### src/rtl/ex_div_ctrl.sv
// ============================================================================
// Module   : ex_div_ctrl
// Summary  : Multi-cycle 32-bit signed/unsigned restoring divider for the EX
//            stage. Optional early-out path enabled by macro DIV_EARLY_OUT_EN.
// Revision : 1.0 - initial release
// ============================================================================
`default_nettype none

module ex_div_ctrl (
   input  logic        clk,
   input  logic        rst,
   input  logic        start_i,
   input  logic        annul_i,
   input  logic        signed_div_i,
   input  logic [31:0] opdata1_i,
   input  logic [31:0] opdata2_i,
   output logic [63:0] result_o,
   output logic        ready_o,
   output logic        stallreq_o
);

   localparam logic [5:0] C_LAST_ITER = 6'd32;

   typedef enum logic [1:0] {
      S_IDLE   = 2'b00,
      S_BYZERO = 2'b01,
      S_ON     = 2'b10,
      S_END    = 2'b11
   } state_t;

   state_t      state_q, state_d;
   logic [5:0]  cnt_q, cnt_d;
   logic [64:0] work_q, work_d;
   logic [31:0] divisor_q, divisor_d;
   logic        signed_q, signed_d;
   logic        a_sign_q, a_sign_d;
   logic        b_sign_q, b_sign_d;
   logic [63:0] result_q, result_d;
   logic        ready_q, ready_d;

   logic        a_neg, b_neg;
   logic [31:0] abs_dividend, abs_divisor;
   logic        step_ge;
   logic [31:0] step_diff;
   logic [31:0] quo_raw, rem_raw, quo_fix, rem_fix;

   // Magnitudes of incoming operands; 0x80000000 negates to itself, which is
   // exactly 2^31 when read as unsigned.
   assign a_neg        = signed_div_i & opdata1_i[31];
   assign b_neg        = signed_div_i & opdata2_i[31];
   assign abs_dividend = a_neg ? (~opdata1_i + 32'd1) : opdata1_i;
   assign abs_divisor  = b_neg ? (~opdata2_i + 32'd1) : opdata2_i;

   // work_q layout: [64:33] partial remainder, [32:1] dividend/quotient bits,
   // [0] next quotient bit. The trial compare uses 33 bits so divisors with
   // bit 31 set are handled correctly.
   assign step_ge   = (work_q[64:32] >= {1'b0, divisor_q});
   assign step_diff = work_q[63:32] - divisor_q;

   assign quo_raw = work_q[31:0];
   assign rem_raw = work_q[64:33];
   assign quo_fix = (signed_q & (a_sign_q ^ b_sign_q)) ? (~quo_raw + 32'd1) : quo_raw;
   assign rem_fix = (signed_q & a_sign_q) ? (~rem_raw + 32'd1) : rem_raw;

   always_comb begin
      state_d   = state_q;
      cnt_d     = cnt_q;
      work_d    = work_q;
      divisor_d = divisor_q;
      signed_d  = signed_q;
      a_sign_d  = a_sign_q;
      b_sign_d  = b_sign_q;
      result_d  = result_q;
      ready_d   = ready_q;

      case (state_q)
         S_IDLE: begin
            ready_d  = 1'b0;
            result_d = 64'd0;
            if (start_i && !annul_i) begin
               signed_d  = signed_div_i;
               a_sign_d  = opdata1_i[31];
               b_sign_d  = opdata2_i[31];
               divisor_d = abs_divisor;
               work_d    = {32'd0, abs_dividend, 1'b0};
               cnt_d     = 6'd0;
               if (opdata2_i == 32'd0) begin
                  state_d = S_BYZERO;
`ifdef DIV_EARLY_OUT_EN
               end else if (abs_dividend < abs_divisor) begin
                  state_d  = S_END;
                  result_d = {opdata1_i, 32'd0};
                  ready_d  = 1'b1;
`endif
               end else begin
                  state_d = S_ON;
               end
            end
         end

         S_BYZERO: begin
            if (annul_i) begin
               state_d = S_IDLE;
            end else begin
               state_d = S_END;
            end
            result_d = 64'd0;
            ready_d  = !annul_i;
         end

         S_ON: begin
            if (annul_i) begin
               state_d  = S_IDLE;
               cnt_d    = 6'd0;
               result_d = 64'd0;
               ready_d  = 1'b0;
            end else if (cnt_q == C_LAST_ITER) begin
               state_d  = S_END;
               result_d = {rem_fix, quo_fix};
               ready_d  = 1'b1;
            end else begin
               if (step_ge) begin
                  work_d = {step_diff, work_q[31:0], 1'b1};
               end else begin
                  work_d = {work_q[63:0], 1'b0};
               end
               cnt_d = cnt_q + 6'd1;
            end
         end

         S_END: begin
            if (annul_i || !start_i) begin
               state_d  = S_IDLE;
               cnt_d    = 6'd0;
               result_d = 64'd0;
               ready_d  = 1'b0;
            end
         end

         default: begin
            state_d  = S_IDLE;
            cnt_d    = 6'd0;
            result_d = 64'd0;
            ready_d  = 1'b0;
         end
      endcase
   end

   always_ff @(posedge clk) begin
      if (rst) begin
         state_q   <= S_IDLE;
         cnt_q     <= 6'd0;
         work_q    <= 65'd0;
         divisor_q <= 32'd0;
         signed_q  <= 1'b0;
         a_sign_q  <= 1'b0;
         b_sign_q  <= 1'b0;
         result_q  <= 64'd0;
         ready_q   <= 1'b0;
      end else begin
         state_q   <= state_d;
         cnt_q     <= cnt_d;
         work_q    <= work_d;
         divisor_q <= divisor_d;
         signed_q  <= signed_d;
         a_sign_q  <= a_sign_d;
         b_sign_q  <= b_sign_d;
         result_q  <= result_d;
         ready_q   <= ready_d;
      end
   end

   assign result_o   = result_q;
   assign ready_o    = ready_q;
   assign stallreq_o = start_i & ~ready_q & ~annul_i;

endmodule

`default_nettype wire

### config.mk
export PLATFORM = sky130hd
export DESIGN_NAME = ex_div_ctrl
export DESIGN_NICKNAME = d
export VERILOG_FILES = /design/src/rtl/ex_div_ctrl.sv
export SDC_FILE = /design/constraint.sdc
export NUM_CORES = 1
export LEC_CHECK = 0
export CAP_MARGIN = 20
export CORE_MARGIN = 1
export CORE_UTILIZATION = 57
export CTS_BUF_LIST = sky130_fd_sc_hd__clkbuf_4
export CTS_CLUSTER_DIAMETER = 150
export CTS_CLUSTER_SIZE = 25
export DETAILED_ROUTE_END_ITERATION = 10
export MAX_ROUTING_LAYER = met4
export PLACE_DENSITY = 0.84
export RECOVER_POWER = 25
export SYNTH_ARGS = -nofsm -noshare
export SYNTH_HDL_FRONTEND = slang
export SYNTH_SLANG_ARGS = --single-unit
### constraint.sdc
create_clock -name clk -period 7.22 [get_ports clk]
set_clock_uncertainty 0.15 [all_clocks]
set_input_delay 2.166 -clock clk [delete_from_list [all_inputs] [get_ports clk]]
set_output_delay 2.166 -clock clk [all_outputs]
set_load 0.1 [all_outputs]
==> After elaboration in Yosys (flattened, before gate mapping) <==
Cells that the tools add are included.
{ "word_totals": {"inputBits": 69, "wordCells": 82, "out_inout_bits": 66, "register_bits": 173} }
{ "op_classes": {"mux": 29, "n_lt_le_gt_ge": 1, "bitwise_logic": 13, "n_reduce_logical": 14, "n_eq_ne": 10, "n_addsub": 6} }
{ "op_table": {"columns": ["operator", "count"], "rows": [
  ["$mux W65", 4],
  ["$mux W64", 3],
  ["$pmux W64 S3", 1],
  ["$pmux W65 S2", 1],
  ["$add A32 B1 Y32 const B", 4],
  ["$mux W32", 4],
  ["$not A32 Y32", 4],
  ["$ge A33 B32 Y1", 1],
  ["$logic_not A32 Y1", 1],
  ["$sub A32 B32 Y32", 1],
  ["$mux W6", 4],
  ["$pmux W6 S3", 1],
  ["$mux W2", 6],
  ["$ne A2 B2 Y1 const B", 4],
  ["$pmux W2 S4", 1],
  ["$reduce_and A4 Y1", 2],
  ["$add A6 B1 Y6 const B", 1],
  ["$and A1 B1 Y1", 6],
  ["$eq A6 B6 Y1 const B", 1],
  ["$ne A3 B3 Y1 const B", 2],
  ["$eq A2 B2 Y1 const B", 2],
  ["$pmux W1 S4", 1],
  ["$reduce_and A2 Y1", 2],
  ["$mux W1", 3],
  ["11 further kinds", 13]
]} }

==> Depth between registers and ports, before layout <==
{ "depth": {"word_depth": 6, "mapped_depth": 13, "depth_no_buf": 12} }

==> Worst setup path before layout <==
Ideal clock, no wire load.
{ "synth_timing": {"path_kind": "input to output", "startpoint": "input port annul_i", "endpoint": "output port stallreq_o", "arrival_ns": 3.559, "stages": 2, "path_slack_ns": 1.345, "path_buffers": 0, "t_required_ns": 4.904, "cell_sequence": "nand2b_1 -> nor2_1"} }
{ "synth_between": {"elab_chain_len": 2} }
{ "synth_lines": {"columns": ["item", "line_no", "rtl"], "rows": [
  ["start: declaration", "13", "input logic annul_i,"],
  ["$not A1 Y1", "175", "assign stallreq_o = start_i & ~ready_q & ~annul_i;"],
  ["$and A1 B1 Y1", "175", null],
  ["end: declaration", "19", "output logic stallreq_o"]
]} }
Every way passes these cells.

==> Final worst setup path <==
{ "layout_timing": {"startpoint": "input port start_i", "endpoint": "output port stallreq_o"} }
{ "layout_between": {"elab_chain_len": 2} }
{ "layout_lines": {"columns": ["item", "line_no", "rtl"], "rows": [
  ["start: declaration", "12", "input logic start_i,"],
  ["$and A1 B1 Y1 (2 in a row)", "175", null]
]} }
Every way passes these cells.

==> impl_results.md <==
* Fin area at 12970 sq um
* Hold path depth at 2
* Worst slew pin tran at 2478 ps
* DRT Pass-1 Iters at 5
* Final Hold Vio Count at 0
* Asr flop ratio synth at 0%
* Initial antenna violation count at 1
* Post-Route M1 WL at 14040 um
* CTS Sinks at 173
* DRC at 0
* GPL Wtd Cong at 0.9511
* Die area at 20350 sq um
* Min-delay worst type: register to register
* Share of layout cells above drive strength 1 at 5.379%
* R2r startpoint: state_q[0]
* CP arrival at 3240 ps
* Most common library cells after synthesis: 173 x dfxtp_1, 173 x nand2_1, 167 x nor2_1
* ANT nets after route at 0
* Post-synth EDFFs at 0
* Inserted Clock Buffers at 17
* Clock latency at the later pin of the worst-skew pair at 600 ps
* Setup Buffers After CTS at 0
* RSZ-0062 raised after global routing: false
* Ys flop type: dfxtp_1
* Final worst path period share at 76.99%
* CTS root buf: clkbuf_4
* Routed wl met3 at 2366 um
* Reg2reg path depth at 6
* F_max at 179.9 MHz
* Data required, critical path at 4900 ps
* Syn Inst Count at 1453
* Fin. max-slew vios at 118
* Synth top area cells: dfxtp_1 31%, nand2_1 5.8%, xnor2_1 5.7%
* Top layer in use: met4
* Failing checks: capacitance limit, slew limit
* Metal2 WL at 12050 um
* Routed length per instance at 15.87 um
* Capture point of the worst path: stallreq_o
* Routed WL at 28710 um
* Iter 0 DRT Violations at 968
* H-tree depth at 4
* Overflow after GRT at 0
* Fill cells at 1673
* Type of destination of the critical path: output pin
* VDD IR-drop max at 0.00008979 V
* Final setup TNS at 0 ps
* Net count, final at 1642
* Global Route Usage Sum at 29.25%
* Crit path launch: start_i
* CTS tree: built
* Syn Nets at 1565
* Rows at 51
* Crit Path Category: primary input to output pin
* Library cells used by synthesis at 81
* Die H at 142.7 um
* Synth Warn # at 0
* Via count of the first global-routing pass at 9344
* P per Cell Area at 162.9 nW/um^2
* Placed Area at 12650 sq um
* Post-synthesis sequential area ratio at 30.71%
* Die width at 142.7 um
* DR vias at 10728
* Leak pwr at 0.005140 uW
* Number of synthesized register bits at 173
* Post-layout util at 66.88%
* Crit-path max FO at 3
* Syn-to-layout area delta at 15.06%
* Post-Syn Area at 11280 sq um
* Dpl hpwl at 21640 um
* Clock Path Buffers at 2
* Initial cell density of the core at 58.13%
* Crit Reg-Reg Endpoint: divisor_q[25]
* Minimum setup slack among reg-to-reg paths at 3600 ps
* Max Cap Viol at 2
* First-pass GRT wire length at 46750 um
* Worst-path clk slew at 140 ps
* Cts repair resizes at 0
* Syn Area/Cell at 7.760 sq um
* # IOs at 135
* Final setup violation count at 0
* Core Region at 19400 sq um
* DR vias/cell at 5.930
* Startpoint Class: primary input
* Largest net degree at the start of global routing at 68
* Status: finished, violations left
* Post-CTS Hold Fix Bufs at 0
* Minimum clock period at 5559 ps
* Top cell type by total area after synthesis: dfxtp_1
* Post-synth top area share at 30.71%
* PortBufs at 134
* Rel. slew slack at -65.23%
## logic make-up after synthesis
group | Yosys count | share of synthesized area (%)
buffers and inverters | 145 | 5.271
AO/OA/AOI/OAI | 437 | 25.44
XOR/XNOR | 141 | 10.95
AND/OR/NAND/NOR | 490 | 20.65
multiplexers | 24 | 2.130
adder cells (fa/ha/maj) | 43 | 4.838
flip-flops | 173 | 30.71
## power breakdown
group	switching, uW	internal (uW)	leakage, uW
Combinational	304	206	0.00359
Clock	364	210	0.000145
Sequential	40.9	989	0.00140
## worst min path at each step
stage	from	to
2_1_floorplan	divisor_q[27]	divisor_q[27]
3_5_place_dp	divisor_q[31]	divisor_q[31]
3_3_place_gp	divisor_q[27]	divisor_q[27]
6_report	divisor_q[25]	divisor_q[25]
5_1_grt	divisor_q[25]	divisor_q[25]
4_1_cts	divisor_q[27]	divisor_q[27]
## registers in the layout, indices dropped and copies added, names as in the netlist
register,flops
a_sign_q,1
state_q,2
result_o,64
b_sign_q,1
signed_q,1
cnt_q,6
divisor_q,32
work_q,65
ready_o,1
## critical path: stages
cell           delay, ps
dlygate4sd3_1        590
nand2b_1             100
nor2_1                90
buf_4                290
## layout make-up
type / count / area [sq um] / area share [%]
Multi-Input combinational cell: 1135 / 7241 / 55.81
Clock inverter: 15 / 162.7 / 1.254
Sequential cell: 173 / 3463 / 26.69
Antenna cell: 1 / 2.502 / 0.01929
Timing Repair Buffer: 145 / 1428 / 11.00
Clock buffer: 17 / 127.6 / 0.9837
Inverter: 58 / 217.7 / 1.678
Tap cell: 265 / 331.6 / 2.556
## cells in the final DEF, fill, tap and decap left out, drive strengths merged, types with 19 or more instances in the layout
cell,count
a211oi,28
a21o,23
a21oi,125
a22oi,41
clkbuf,19
clkdlybuf4s50,131
dfxtp,173
ha,42
inv,62
mux2i,24
nand2,175
nor2,168
nor3,29
o21ai,108
o31ai,21
xnor2,73
xor2,68
## per-stage QoR
step | power (uW) | hold WS, ps | worst slack (ps) | instances
2_1_floorplan | 1403 | 281.9 | 1345 | 1453
3_3_place_gp | 1534 | 291.2 | 1740 | 1772
3_5_place_dp | 1547 | 303.2 | 1722 | 1773
4_1_cts | 2106 | 321.5 | 1709 | 1805
5_1_grt | 2217 | 354.1 | 1531 | 1809
6_report | 2113 | 318.2 | 1661 | 1809
## metal layers
layer	vias to the layer above	track usage, %
met4	0	5.886
li1	5317	-
met1	4962	43.38
met2	429	41.95
met3	20	3.924
met5	-	-
Note: power is estimated with default switching activity, not from simulation.
